File: src/rtl/jk_pkg.sv
// Shared JK drive codes and default width for the JK-based frequency divider.
package jk_pkg;

    localparam int unsigned WIDTH_DEF = 8;

    typedef enum logic [1:0] {
        JK_HOLD   = 2'b00,
        JK_RESET  = 2'b01,
        JK_SET    = 2'b10,
        JK_TOGGLE = 2'b11
    } jk_code_t;

endpackage

File: src/rtl/jk_cell.sv
// One-bit JK element with synchronous active-high reset; qb is always the complement of q.
module jk_cell
    import jk_pkg::*;
(
    input  logic clk,
    input  logic reset,
    input  logic j,
    input  logic k,
    output logic q,
    output logic qb
);

    logic r_q;

    always_ff @(posedge clk) begin
        if (reset) begin
            r_q <= 1'b0;
        end else begin
            case (jk_code_t'({j, k}))
                JK_HOLD:   r_q <= r_q;
                JK_RESET:  r_q <= 1'b0;
                JK_SET:    r_q <= 1'b1;
                JK_TOGGLE: r_q <= ~r_q;
                default:   r_q <= r_q;
            endcase
        end
    end

    assign q  = r_q;
    assign qb = ~r_q;

endmodule

File: src/rtl/jk_freq_divider.sv
// Programmable modulo-(N+1) counter built from JK cells, with a registered wrap pulse
// and a toggle output that divides the enabled clock rate by 2*(N+1).
module jk_freq_divider
    import jk_pkg::*;
#(
    parameter int unsigned       WIDTH   = WIDTH_DEF,
    parameter logic [WIDTH-1:0]  DIV_RST = {WIDTH{1'b1}}
) (
    input  logic             clk,
    input  logic             reset,
    input  logic             en,
    input  logic             load,
    input  logic [WIDTH-1:0] div_val,
    output logic [WIDTH-1:0] count,
    output logic             tc,
    output logic             q,
    output logic             qb
);

    logic [WIDTH-1:0] r_div;
    logic             r_tc;
    logic [WIDTH-1:0] w_cnt_qb;
    logic [WIDTH-1:0] w_carry;
    logic [WIDTH-1:0] w_match;
    logic [WIDTH-1:0] w_j;
    logic [WIDTH-1:0] w_k;
    logic             w_run;
    logic             w_wrap;

    always_ff @(posedge clk) begin
        if (reset) begin
            r_div <= DIV_RST;
            r_tc  <= 1'b0;
        end else begin
            if (load) begin
                r_div <= div_val;
            end
            r_tc <= w_wrap;
        end
    end

    // Bit equality taken from whichever cell output matches the divisor bit.
    always_comb begin
        w_carry = '0;
        w_match = '0;
        w_run   = en;
        for (int unsigned i = 0; i < WIDTH; i++) begin
            w_carry[i] = w_run;
            w_run      = w_run & count[i];
            w_match[i] = r_div[i] ? count[i] : w_cnt_qb[i];
        end
    end

    assign w_wrap = en & ~load & (&w_match);

    always_comb begin
        w_j = '0;
        w_k = '0;
        for (int unsigned i = 0; i < WIDTH; i++) begin
            if (load || w_wrap) begin
                {w_j[i], w_k[i]} = JK_RESET;
            end else begin
                w_j[i] = w_carry[i];
                w_k[i] = w_carry[i];
            end
        end
    end

    for (genvar g = 0; g < WIDTH; g++) begin : g_cnt
        jk_cell u_cell (
            .clk   (clk),
            .reset (reset),
            .j     (w_j[g]),
            .k     (w_k[g]),
            .q     (count[g]),
            .qb    (w_cnt_qb[g])
        );
    end

    jk_cell u_out (
        .clk   (clk),
        .reset (reset),
        .j     (w_wrap),
        .k     (w_wrap),
        .q     (q),
        .qb    (qb)
    );

    assign tc = r_tc;

endmodule

File: config.mk
export PLATFORM = sky130hd
export DESIGN_NAME = jk_freq_divider
export DESIGN_NICKNAME = d
export VERILOG_FILES = /design/src/rtl/jk_pkg.sv /design/src/rtl/jk_cell.sv /design/src/rtl/jk_freq_divider.sv
export SDC_FILE = /design/constraint.sdc
export NUM_CORES = 1
export LEC_CHECK = 0
export ABC_AREA = 1
export CORE_MARGIN = 1.5
export CORE_UTILIZATION = 50
export CTS_CLUSTER_DIAMETER = 80
export CTS_CLUSTER_SIZE = 10
export DETAILED_ROUTE_END_ITERATION = 10
export PLACE_DENSITY_LB_ADDON = 0.3
export SYNTH_ARGS = -nofsm -noshare
export SYNTH_HDL_FRONTEND = slang
export SYNTH_SLANG_ARGS = --single-unit
File: constraint.sdc
create_clock -name clk -period 2.7 [get_ports clk]
set_input_delay 0.405 -clock clk [delete_from_list [all_inputs] [get_ports clk]]
set_output_delay 0.405 -clock clk [all_outputs]
set_load 0.05 [all_outputs]
==> run_results.csv, run 1 <==
group,metric,value,unit
critical_path,worstRegToRegCells,8,
finish,areaGrowthSynthToFinish,20.88,%
synthesis,syn_inst,149,
sta,totalNegativeSetupSlack,0,ns
synthesis,synth-seq-cells,18,
global_routing,grt_start_max_net_pins,19,
critical_path,cp_max_fo,6,
die,core-area,1764,um2
finish,drive_gt1_share,7.975,%
die,io_pins,23,
clock_network,cts_setup_buffers,0,
placement,gp_congestion,0.8343,
clock_network,cts_root_buf,"clkbuf_4",
critical_path,crit_buf_inv,1,
die,fp-row-count,15,
placement,portBuffers,22,
synthesis,syn_area_per_cell,6.474,um2
route,vias,921,
sta,finalHoldViolations,0,
sta,skew,0.008352,ns
clock_network,cts_resized,0,
clock_network,clock-sinks,18,
power_and_ir_drop,power_frac_clock,27.5,%
sta,slew_headroom,63.66,%
route,drt_iter0_drc,12,
die,fp.dieH,46.93,um
critical_path,crit_path_start_kind,"flip-flop",
clock_network,clockBufferDepth,2,
sta,grt_setup_unrepaired,"false",
die,initial_core_util,54.68,%
sta,fmax,0.5041,GHz
clock_network,ctsHoldBuffers,0,
global_routing,grtUsageTotal,19.72,%
power_and_ir_drop,power_leakage,0.5400,nW
clock_network,insertion_delay,0.29,ns
global_routing,grt_pass1_vias,763,
route,viasPerCell,4.899,
global_routing,grt_overflow,0,
critical_path,end_kind,"output pin",
route,ant_nets,0,
critical_path,required,2.30,ns
global_routing,grt_antenna_before_repair,0,
die,die_x,46.93,um
route,first_pass_iters,4,
power_and_ir_drop,switchingPower,0.1168,mW
hold_path,hold_depth,2,
critical_path,reg2reg_to,"g_cnt[7].u_cell.q$_SDFFE_PP0P_",
sta,final-setup-viol-count,0,
hold_path,hp-class,"flip-flop to flip-flop",
power_and_ir_drop,switching_share,24.72,%
finish,final_cell_mix,"44 x nand2_1, 22 x clkdlybuf4s50_1, 20 x nor2_1, 19 x inv_1, 18 x dfxtp_1",
job,maxCapViolations,0,
synthesis,syn_area,964.7,um2
clock_network,cts_tree,"done",
sta,fin_crit_sh,73.47,%
critical_path,crit_slowest_cell,"clkdlybuf4s50_1",
synthesis,synth_cell_types,18,
power_and_ir_drop,power,0.4724,mW
placement,post-place-ws,0.8066,ns
synthesis,syn_nets,161,
critical_path,rr_startpoint,"g_cnt[0].u_cell.q$_SDFFE_PP0P_",
critical_path,crit_type,"flip-flop to output pin",
critical_path,path_delay_family,"buffers and inverters",
sta,worst_slew_pin_slew,0.5434,ns
die,die_area,2202,um2
power_and_ir_drop,seq_power_share,59.5,%
clock_network,cts_buffers,3,
sta,drv_slew,0,
critical_path,crit_start,"g_cnt[4].u_cell.q$_SDFFE_PP0P_",
hold_path,whs_endpoint,"r_div[6]$_SDFFE_PP1P_",
critical_path,slowest_delay,0.84,ns
placement,dp_hpwl,1.467,mm
power_and_ir_drop,powerDensity,405.1,nW/um2
route,wl,1.799,mm
finish,postLayoutCoreUtil,66.10,%
global_routing,grt_first_pass_wirelength,3.036,mm
finish,fin_nets,177,
outcome,status,"finished clean",
power_and_ir_drop,combPwrFrac,13.1,%
synthesis,seq_area_frac_synth,37.35,%
clock_network,clkTransAtPathRegs,0.10,ns
sta,fin_ws,0.7162,ns
finish,final_common_cell,"nand2_1",
route,drc_errors,0,
hold_path,min_from,"r_div[6]$_SDFFE_PP1P_",
clock_network,htreeDepth,1,
sta,post-route-min-period,1.984,ns
route,wl_per_cell,9.569,um
synthesis,yosys_warnings,0,
power_and_ir_drop,internal_power,0.3556,mW
power_and_ir_drop,ir_drop,0.3021,mV
finish,antenna_cells,0,
critical_path,cp.arrival,1.58,ns
critical_path,cp_cell_sequence,"clkdlybuf4s50_1",
critical_path,regToRegSetupSlack,1.44,ns
[worst register-to-register path: cells and delay by family, from the launching register on]
family	cells	cell delay (ns)
flip-flops	1	0.42
buffers and inverters	1	0.09
AND/OR/NAND/NOR	7	0.71
[stage by stage]
stage	hold slack (ns)	cells	cell area, um2
6_report	0.4804	188	1166
5_1_grt	0.5281	188	1166
4_1_cts	0.4861	188	1166
3_5_place_dp	0.4719	185	1144
3_3_place_gp	0.4682	185	1144
2_1_floorplan	0.4502	149	964.7
[final cells by class]
cell class                      instances  area [um2]
Fill cell                             172       598.1
Multi-Input combinational cell         98       449.2
Sequential cell                        18       360.3
Timing Repair Buffer                   22       220.2
Inverter                               22       82.58
Tap cell                               25       31.28
Clock buffer                            3       22.52
[power by group through the flow]
stage | clock, mW | sequential (mW) | combinational (mW)
3_5_place_dp | 0 | 0.287 | 0.0618
4_1_cts | 0.131 | 0.281 | 0.0621
5_1_grt | 0.146 | 0.282 | 0.0701
2_1_floorplan | 0 | 0.286 | 0.0394
3_3_place_gp | 0 | 0.287 | 0.0606
6_report | 0.130 | 0.281 | 0.0617
[sequential cells by signal (all words and copies together) (netlist names)]
signal / cells
r_div: 8
g_cnt.u_cell.q: 8
tc: 1
u_out.q: 1
[cells by family (layout without fill, tap and decap cells)]
| family | after synthesis | after routing | share of synthesized area [%] |
|---|---|---|---|
| AO/OA/AOI/OAI | 15 | 15 | 7.782 |
| AND/OR/NAND/NOR | 81 | 81 | 36.97 |
| flip-flops | 18 | 18 | 37.35 |
| buffers and inverters | 33 | 47 | 16.08 |
| XOR/XNOR | 2 | 2 | 1.816 |
[worst max path at each step]
stage                                      to  cells after the start
2_1_floorplan                              qb                      1
3_3_place_gp   g_cnt[5].u_cell.q$_SDFFE_PP0P_                      5
3_5_place_dp   g_cnt[5].u_cell.q$_SDFFE_PP0P_                      5
4_1_cts                              count[4]                      1
5_1_grt                              count[2]                      1
6_report                             count[4]                      1
[cells in the mapped netlist, drive strengths merged]
cell / n / area, um2
nand4: 2 / 18.77
xnor2: 2 / 17.52
buf: 9 / 65.06
inv: 22 / 82.58
nor4: 1 / 6.260
a21oi: 6 / 30.03
dfxtp: 18 / 360.4
o21ai: 9 / 45.04
nand2: 47 / 183.9
nand3: 9 / 50.05
clkbuf: 2 / 7.510
nor2: 22 / 97.59
[per-layer routing]
| metal | wire, um | up-vias | global-route usage, % | share of wire, % |
|---|---|---|---|---|
| met5 | 0 | - | 0 | 0 |
| met4 | 39 | 0 | 10.00 | 2.2 |
| met3 | 96 | 5 | 3.462 | 5.3 |
| met2 | 822 | 23 | 32.05 | 46 |
| met1 | 841 | 413 | 25.00 | 47 |
| li1 | - | 480 | - | - |
(Power assumes the default switching activity.)
==> inputs of run 2 (changes only) <==
--- a/config.mk
+++ b/config.mk
@@ -7,7 +7,7 @@
 export LEC_CHECK = 0
 export ABC_AREA = 1
 export CORE_MARGIN = 1.5
-export CORE_UTILIZATION = 50
+export CORE_UTILIZATION = 43
 export CTS_CLUSTER_DIAMETER = 80
 export CTS_CLUSTER_SIZE = 10
 export DETAILED_ROUTE_END_ITERATION = 10
==> constraint.sdc (replaced) <==
create_clock -name clk -period 1.7 [get_ports clk]
set_input_delay 0.255 -clock clk [delete_from_list [all_inputs] [get_ports clk]]
set_output_delay 0.255 -clock clk [all_outputs]
set_load 0.05 [all_outputs]
==> run 2 against run 1 <==
  * Core utilization down 8.9 points
  * Die area is 15% higher
  * Final area rose by 0.21%
  * Combinational power increased by 67%
  * Worst hold slack better by 0.012 ns
  * Sequential power is 59% higher
  * Clock power up 65%
  * Critical path depth rose by 8
  * Sequential share of layout area shrank 0.066 points
  * Register-to-register slack lost 1.0 ns
  * Final cell count grew 2.7%
  * Global-route usage is 2.8 points lower
  * Critical path type is now primary input to flip-flop
==> run_results.csv, run 2 (synthesized netlist as in run 1, its figures left out) <==
group,metric,value,unit
finish,areaGrowthSynthToFinish,21.14,%
die,fp.dieH,50.37,um
route,vias,920,
global_routing,grt_pass1_vias,815,
die,die_x,50.37,um
critical_path,crit_type,"primary input to flip-flop",
critical_path,crit_path_start_kind,"primary input",
clock_network,clock-sinks,18,
sta,drv_slew,0,
global_routing,grt_overflow,0,
critical_path,required,1.94,ns
sta,skew,0.002628,ns
global_routing,grt_start_max_net_pins,11,
route,wl,1.952,mm
finish,drive_gt1_share,15.66,%
placement,placed_cells,190,
die,io_pins,23,
route,first_pass_iters,4,
die,core-area,2042,um2
finish,layout.cells.non_filler,193,
hold_path,hold_depth,2,
critical_path,crit_slowest_cell,"clkdlybuf4s50_1",
critical_path,path_depth,9,
critical_path,cp_cell_sequence,"clkdlybuf4s50_1 -> nand2_2 -> nor2_4 -> nand4_2 -> inv_2 -> nand2_2 -> nor2_4 -> nor2_1 -> nor2_1",
sta,totalNegativeSetupSlack,0,ns
die,fp-row-count,16,
sta,worst_slew_pin_slew,0.4991,ns
critical_path,cp_max_fo,4,
sta,whs,0.4924,ns
route,viasPerCell,4.767,
sta,fin_crit_sh,76.74,%
hold_path,hp-class,"flip-flop to flip-flop",
finish,nFillCells,219,
finish,fin_nets,180,
power_and_ir_drop,powerDensity,653.1,nW/um2
clock_network,cts_setup_buffers,0,
sta,fmax,0.7666,GHz
finish,final_cell_mix,"44 x nand2_1, 20 x nor2_1, 19 x inv_1, 18 x dfxtp_1, 13 x buf_4",
die,initial_core_util,47.24,%
power_and_ir_drop,power,0.7632,mW
job,maxCapViolations,0,
die,die_area,2537,um2
global_routing,grt_antenna_before_repair,0,
clock_network,insertion_delay,0.30,ns
sta,grt_setup_unrepaired,"false",
power_and_ir_drop,ir_drop,0.4144,mV
sta,finalHoldViolations,0,
route,ant_nets,0,
clock_network,clkTransAtPathRegs,0.10,ns
placement,gp_congestion,0.8359,
critical_path,cp.arrival,1.54,ns
route,drt_iter0_drc,8,
critical_path,worstRegToRegCells,8,
route,wl_per_cell,10.11,um
finish,postLayoutCoreUtil,57.23,%
sta,final-setup-viol-count,0,
critical_path,end_kind,"flip-flop",
sta,post-route-min-period,1.304,ns
critical_path,path_delay_family,"simple AND/OR/NAND/NOR gates",
global_routing,grtUsageTotal,16.96,%
critical_path,crit_buf_inv,2,
finish,final_common_cell,"nand2_1",
clock_network,cts_buffers,3,
placement,portBuffers,22,
critical_path,slowest_delay,0.51,ns
route,drc_errors,0,
power_and_ir_drop,power_leakage,0.5912,nW
clock_network,clockBufferDepth,2,
clock_network,htreeDepth,1,
outcome,status,"finished clean",
clock_network,cts_root_buf,"clkbuf_4",
finish,antenna_cells,0,
global_routing,grt_first_pass_wirelength,3.249,mm
placement,dp_hpwl,1.581,mm
sta,slew_headroom,66.67,%
clock_network,cts_tree,"done",
run 2: changes by cell type in the layout (fill, tap and decap cells not counted), sizes merged:
| cell | change |
|---|---|
| clkdlybuf4s50 | -11 |
| dlymetal6s2s | +1 |
| buf | +13 |
run 2: routing by layer:
layer  GRT usage (%)  share of wire, %  vias up
met3           2.976               4.3        5
met1           20.34                46      413
met4           9.459               2.5        0
li1                -                 -      483
met2           28.51                47       19
met5               0                 0        -
run 2: final cells by class:
| cell class | instances | area [um2] | share of cell area, % |
|---|---|---|---|
| clock buffer | 3 | 22.52 | 1.927 |
| tap | 27 | 33.78 | 2.891 |
| inverter | 22 | 82.58 | 7.066 |
| multi-input combinational | 98 | 449.2 | 38.44 |
| timing repair buffer | 25 | 220.2 | 18.84 |
| sequential | 18 | 360.3 | 30.84 |
run 2: metrics by stage:
step,worst slack [ns],instance area (um2)
6_report,0.3955,1169
5_1_grt,0.2884,1169
4_1_cts,0.01662,1166
3_5_place_dp,0.08811,1144
3_3_place_gp,0.1717,1144
2_1_floorplan,0.3871,964.7
run 2: power breakdown:
part,total (mW),leakage [nW],internal (mW),switching (mW)
clock network,0.214,0.0138,0.0827,0.131
logic,0.103,0.430,0.0500,0.0531
registers,0.446,0.147,0.436,0.0101
run 2: final timing paths:
check | to | start | slack (ns)
hold / removal | r_div[2]$_SDFFE_PP1P_ | r_div[2]$_SDFFE_PP1P_ | 0.49
setup reg to reg | g_cnt[7].u_cell.q$_SDFFE_PP0P_ | g_cnt[0].u_cell.q$_SDFFE_PP0P_ | 0.41
hold reg to reg | r_div[2]$_SDFFE_PP1P_ | r_div[2]$_SDFFE_PP1P_ | 0.49
setup / recovery | g_cnt[7].u_cell.q$_SDFFE_PP0P_ | en | 0.40
run 2: timing repair:
item | CTS | global route
gates resized for setup | 0 | 1
setup endpoints to repair | 0 | 1
hold buffers | 0 | 0
endpoints found under the hold margin | 0 | 0
run 2: worst register-to-register path: cells and delay by family (launching register included):
family | cells | cell delay, ns
flops | 1 | 0.43
simple gates | 7 | 0.71
buf+inv | 1 | 0.09
==> inputs of run 3 (changes only) <==
--- a/config.mk
+++ b/config.mk
@@ -7,7 +7,7 @@
 export LEC_CHECK = 0
 export ABC_AREA = 1
 export CORE_MARGIN = 1.5
-export CORE_UTILIZATION = 43
+export CORE_UTILIZATION = 48
 export CTS_CLUSTER_DIAMETER = 80
 export CTS_CLUSTER_SIZE = 10
 export DETAILED_ROUTE_END_ITERATION = 10
==> constraint.sdc (replaced) <==
create_clock -name clk -period 1.22 [get_ports clk]
set_input_delay 0.183 -clock clk [delete_from_list [all_inputs] [get_ports clk]]
set_output_delay 0.183 -clock clk [all_outputs]
set_load 0.05 [all_outputs]
==> run 3 against run 2 <==
  * The flow now finishes with violations (negative setup slack)
  * Sequential power rose by 39%
  * Die area fell by 9.8%
  * Global-route usage rose by 5.9 points
  * Clock skew rose by 0.0019 ns
  * Critical endpoint is now g_cnt[3].u_cell.q$_SDFFE_PP0P_
  * Critical path type is now flip-flop to flip-flop
  * Flip-flop and latch count did not move
==> run_results.csv, run 3 (synthesized netlist as in run 1, its figures left out) <==
group,metric,value,unit
power_and_ir_drop,powerDensity,780.8,nW/um2
clock_network,clkTransAtPathRegs,0.10,ns
sta,fin_ws,-0.01300,ns
die,fp-row-count,16,
clock_network,cts_buffers,3,
critical_path,slowest_delay,0.32,ns
job,maxCapViolations,0,
die,initial_core_util,50.20,%
sta,grt_setup_unrepaired,"true",
finish,nFillCells,136,
clock_network,clockBufferDepth,2,
critical_path,worstRegToRegCells,9,
critical_path,regToRegSetupSlack,-0.01,ns
finish,fin_nets,200,
global_routing,grt_start_max_net_pins,12,
placement,post-place-ws,-0.2786,ns
clock_network,htreeDepth,1,
sta,final-setup-viol-count,3,
critical_path,crit_slowest_cell,"dfxtp_1",
sta,fin_crit_sh,101.1,%
power_and_ir_drop,power_frac_clock,32.0,%
placement,dp_hpwl,1.768,mm
route,viasPerCell,4.734,
critical_path,worstSetupEndpoint,"g_cnt[3].u_cell.q$_SDFFE_PP0P_",
power_and_ir_drop,internal_power,0.8814,mW
power_and_ir_drop,switching_share,25.07,%
route,first_pass_iters,4,
global_routing,grtUsageTotal,22.86,%
global_routing,grt_antenna_before_repair,0,
placement,gp_congestion,0.8850,
die,fp.dieH,47.83,um
power_and_ir_drop,power_leakage,0.7294,nW
global_routing,grt_overflow,0,
critical_path,reg2reg_to,"g_cnt[3].u_cell.q$_SDFFE_PP0P_",
global_routing,use_met2,38.13,%
die,io_pins,23,
die,core-area,1922,um2
global_routing,busiest_layer,"met2",
clock_network,cts_tree,"done",
finish,final_cell_mix,"43 x nand2_1, 23 x buf_4, 18 x nor2_1, 16 x inv_1",
die,die_x,47.83,um
critical_path,rr_startpoint,"r_div[1]$_SDFFE_PP1P_",
finish,final_common_cell,"nand2_1",
global_routing,grt_first_pass_wirelength,3.574,mm
placement,portBuffers,22,
critical_path,crit_start,"r_div[1]$_SDFFE_PP1P_",
finish,final-seq-area,376.6,um2
clock_network,clock-sinks,18,
clock_network,insertion_delay,0.30,ns
die,die_area,2288,um2
route,wl,2.430,mm
critical_path,crit_path_start_kind,"flip-flop",
critical_path,end_kind,"flip-flop",
sta,whs,0.4441,ns
route,wl_per_cell,11.36,um
power_and_ir_drop,ir_drop,0.7757,mV
route,drt_iter0_drc,28,
power_and_ir_drop,switchingPower,0.2948,mW
route,ant_nets,0,
finish,multiInputGateArea,470.5,um2
critical_path,cp_cell_sequence,"inv_1 -> nand2_1 -> inv_1 -> nor2_1 -> nand2_1 -> nor2_2 -> nand3_2 -> nand2_4 -> nor2_1",
critical_path,required,1.43,ns
critical_path,crit_type,"flip-flop to flip-flop",
route,vias,1013,
outcome,status,"complete, but fails checks",
finish,areaGrowthSynthToFinish,56.16,%
critical_path,cp_max_fo,6,
finish,antenna_cells,0,
sta,slew_headroom,81.03,%
finish,drive_gt1_share,33.69,%
power_and_ir_drop,seq_power_share,52.6,%
route,drc_errors,0,
sta,finalHoldViolations,0,
sta,post-route-min-period,1.233,ns
sta,fmax,0.8110,GHz
critical_path,cp.arrival,1.44,ns
outcome,violations,"negative setup slack",
power_and_ir_drop,combPwrFrac,15.4,%
global_routing,grt_use_met3,2.264,%
hold_path,hp-class,"primary input to flip-flop",
global_routing,grt_pass1_vias,928,
global_routing,met1_usage,26.73,%
sta,skew,0.004566,ns
sta,drv_slew,0,
clock_network,cts_root_buf,"clkbuf_4",
sta,worst_slew_pin_slew,0.2835,ns
## run 3: changes by cell type in the layout (fill, tap and decap cells not counted), moves of 2 or more
cell / before / now
inv_2: 3 / 5
dfxtp_1: 18 / 9
nor2_1: 20 / 18
nor2_2: 0 / 2
buf_4: 13 / 23
inv_1: 19 / 16
dfxtp_4: 0 / 2
buf_12: 0 / 11
dfxtp_2: 0 / 7
## run 3: timing repair
action,4_1_cts,5_1_grt
hold buffers,0,0
endpoints found under the setup margin,2,10
resized for setup,2,15
pin swaps,0,3
setup buffers,0,2
## run 3: worst min path at each step
stage	from	to	slack [ns]	cells after the start
after floorplan	div_val[7]	r_div[7]$_SDFFE_PP1P_	0.31	2
after global placement	r_div[5]$_SDFFE_PP1P_	r_div[5]$_SDFFE_PP1P_	0.47	2
after detailed placement	r_div[2]$_SDFFE_PP1P_	r_div[2]$_SDFFE_PP1P_	0.48	2
after CTS	div_val[3]	r_div[3]$_SDFFE_PP1P_	0.44	3
after global routing	div_val[0]	r_div[0]$_SDFFE_PP1P_	0.48	3
final	div_val[3]	r_div[3]$_SDFFE_PP1P_	0.44	3
## run 3: routing by layer
layer / vias up / wire [um]
li1: 523 / -
met1: 450 / 985
met5: - / 0
met3: 6 / 113
met4: 0 / 68
met2: 34 / 1263
## run 3: power groups by stage
stage               clock, mW  combinational [mW]  sequential (mW)
floorplan                   0              0.0873            0.632
global placement            0               0.166            0.634
detailed placement          0               0.172            0.634
CTS                     0.381               0.174            0.621
global route            0.399               0.201            0.621
finish                  0.377               0.181            0.619
## run 3: metrics by stage
step / utilization (%) / cells / TNS [ns] / instance area [um2] / total power [mW]
floorplan: - / 149 / 0 / 969.7 / 0.7195
global placement: 73.83 / 208 / -1.838 / 1419 / 0.7999
detailed placement: 73.83 / 208 / -1.974 / 1419 / 0.8066
CTS: 75.85 / 212 / 0 / 1458 / 1.175
global route: 78.39 / 214 / -0.8183 / 1506 / 1.221
finish: 78.39 / 214 / -0.02318 / 1506 / 1.176
## run 3: layout make-up
| type | instances | area share, % |
|---|---|---|
| multi-input combinational | 98 | 31.23 |
| inverter | 22 | 5.731 |
| tap | 27 | 2.243 |
| timing repair buffer | 45 | 33.39 |
| clock buffer | 4 | 2.409 |
| sequential | 18 | 25.00 |
## run 3: worst max-delay path: cells and delay by family (launching register included)
kind	cells	cell delay, ns
and+or+nand+nor	7	0.72
buffers and inverters	2	0.11
DFF	1	0.32
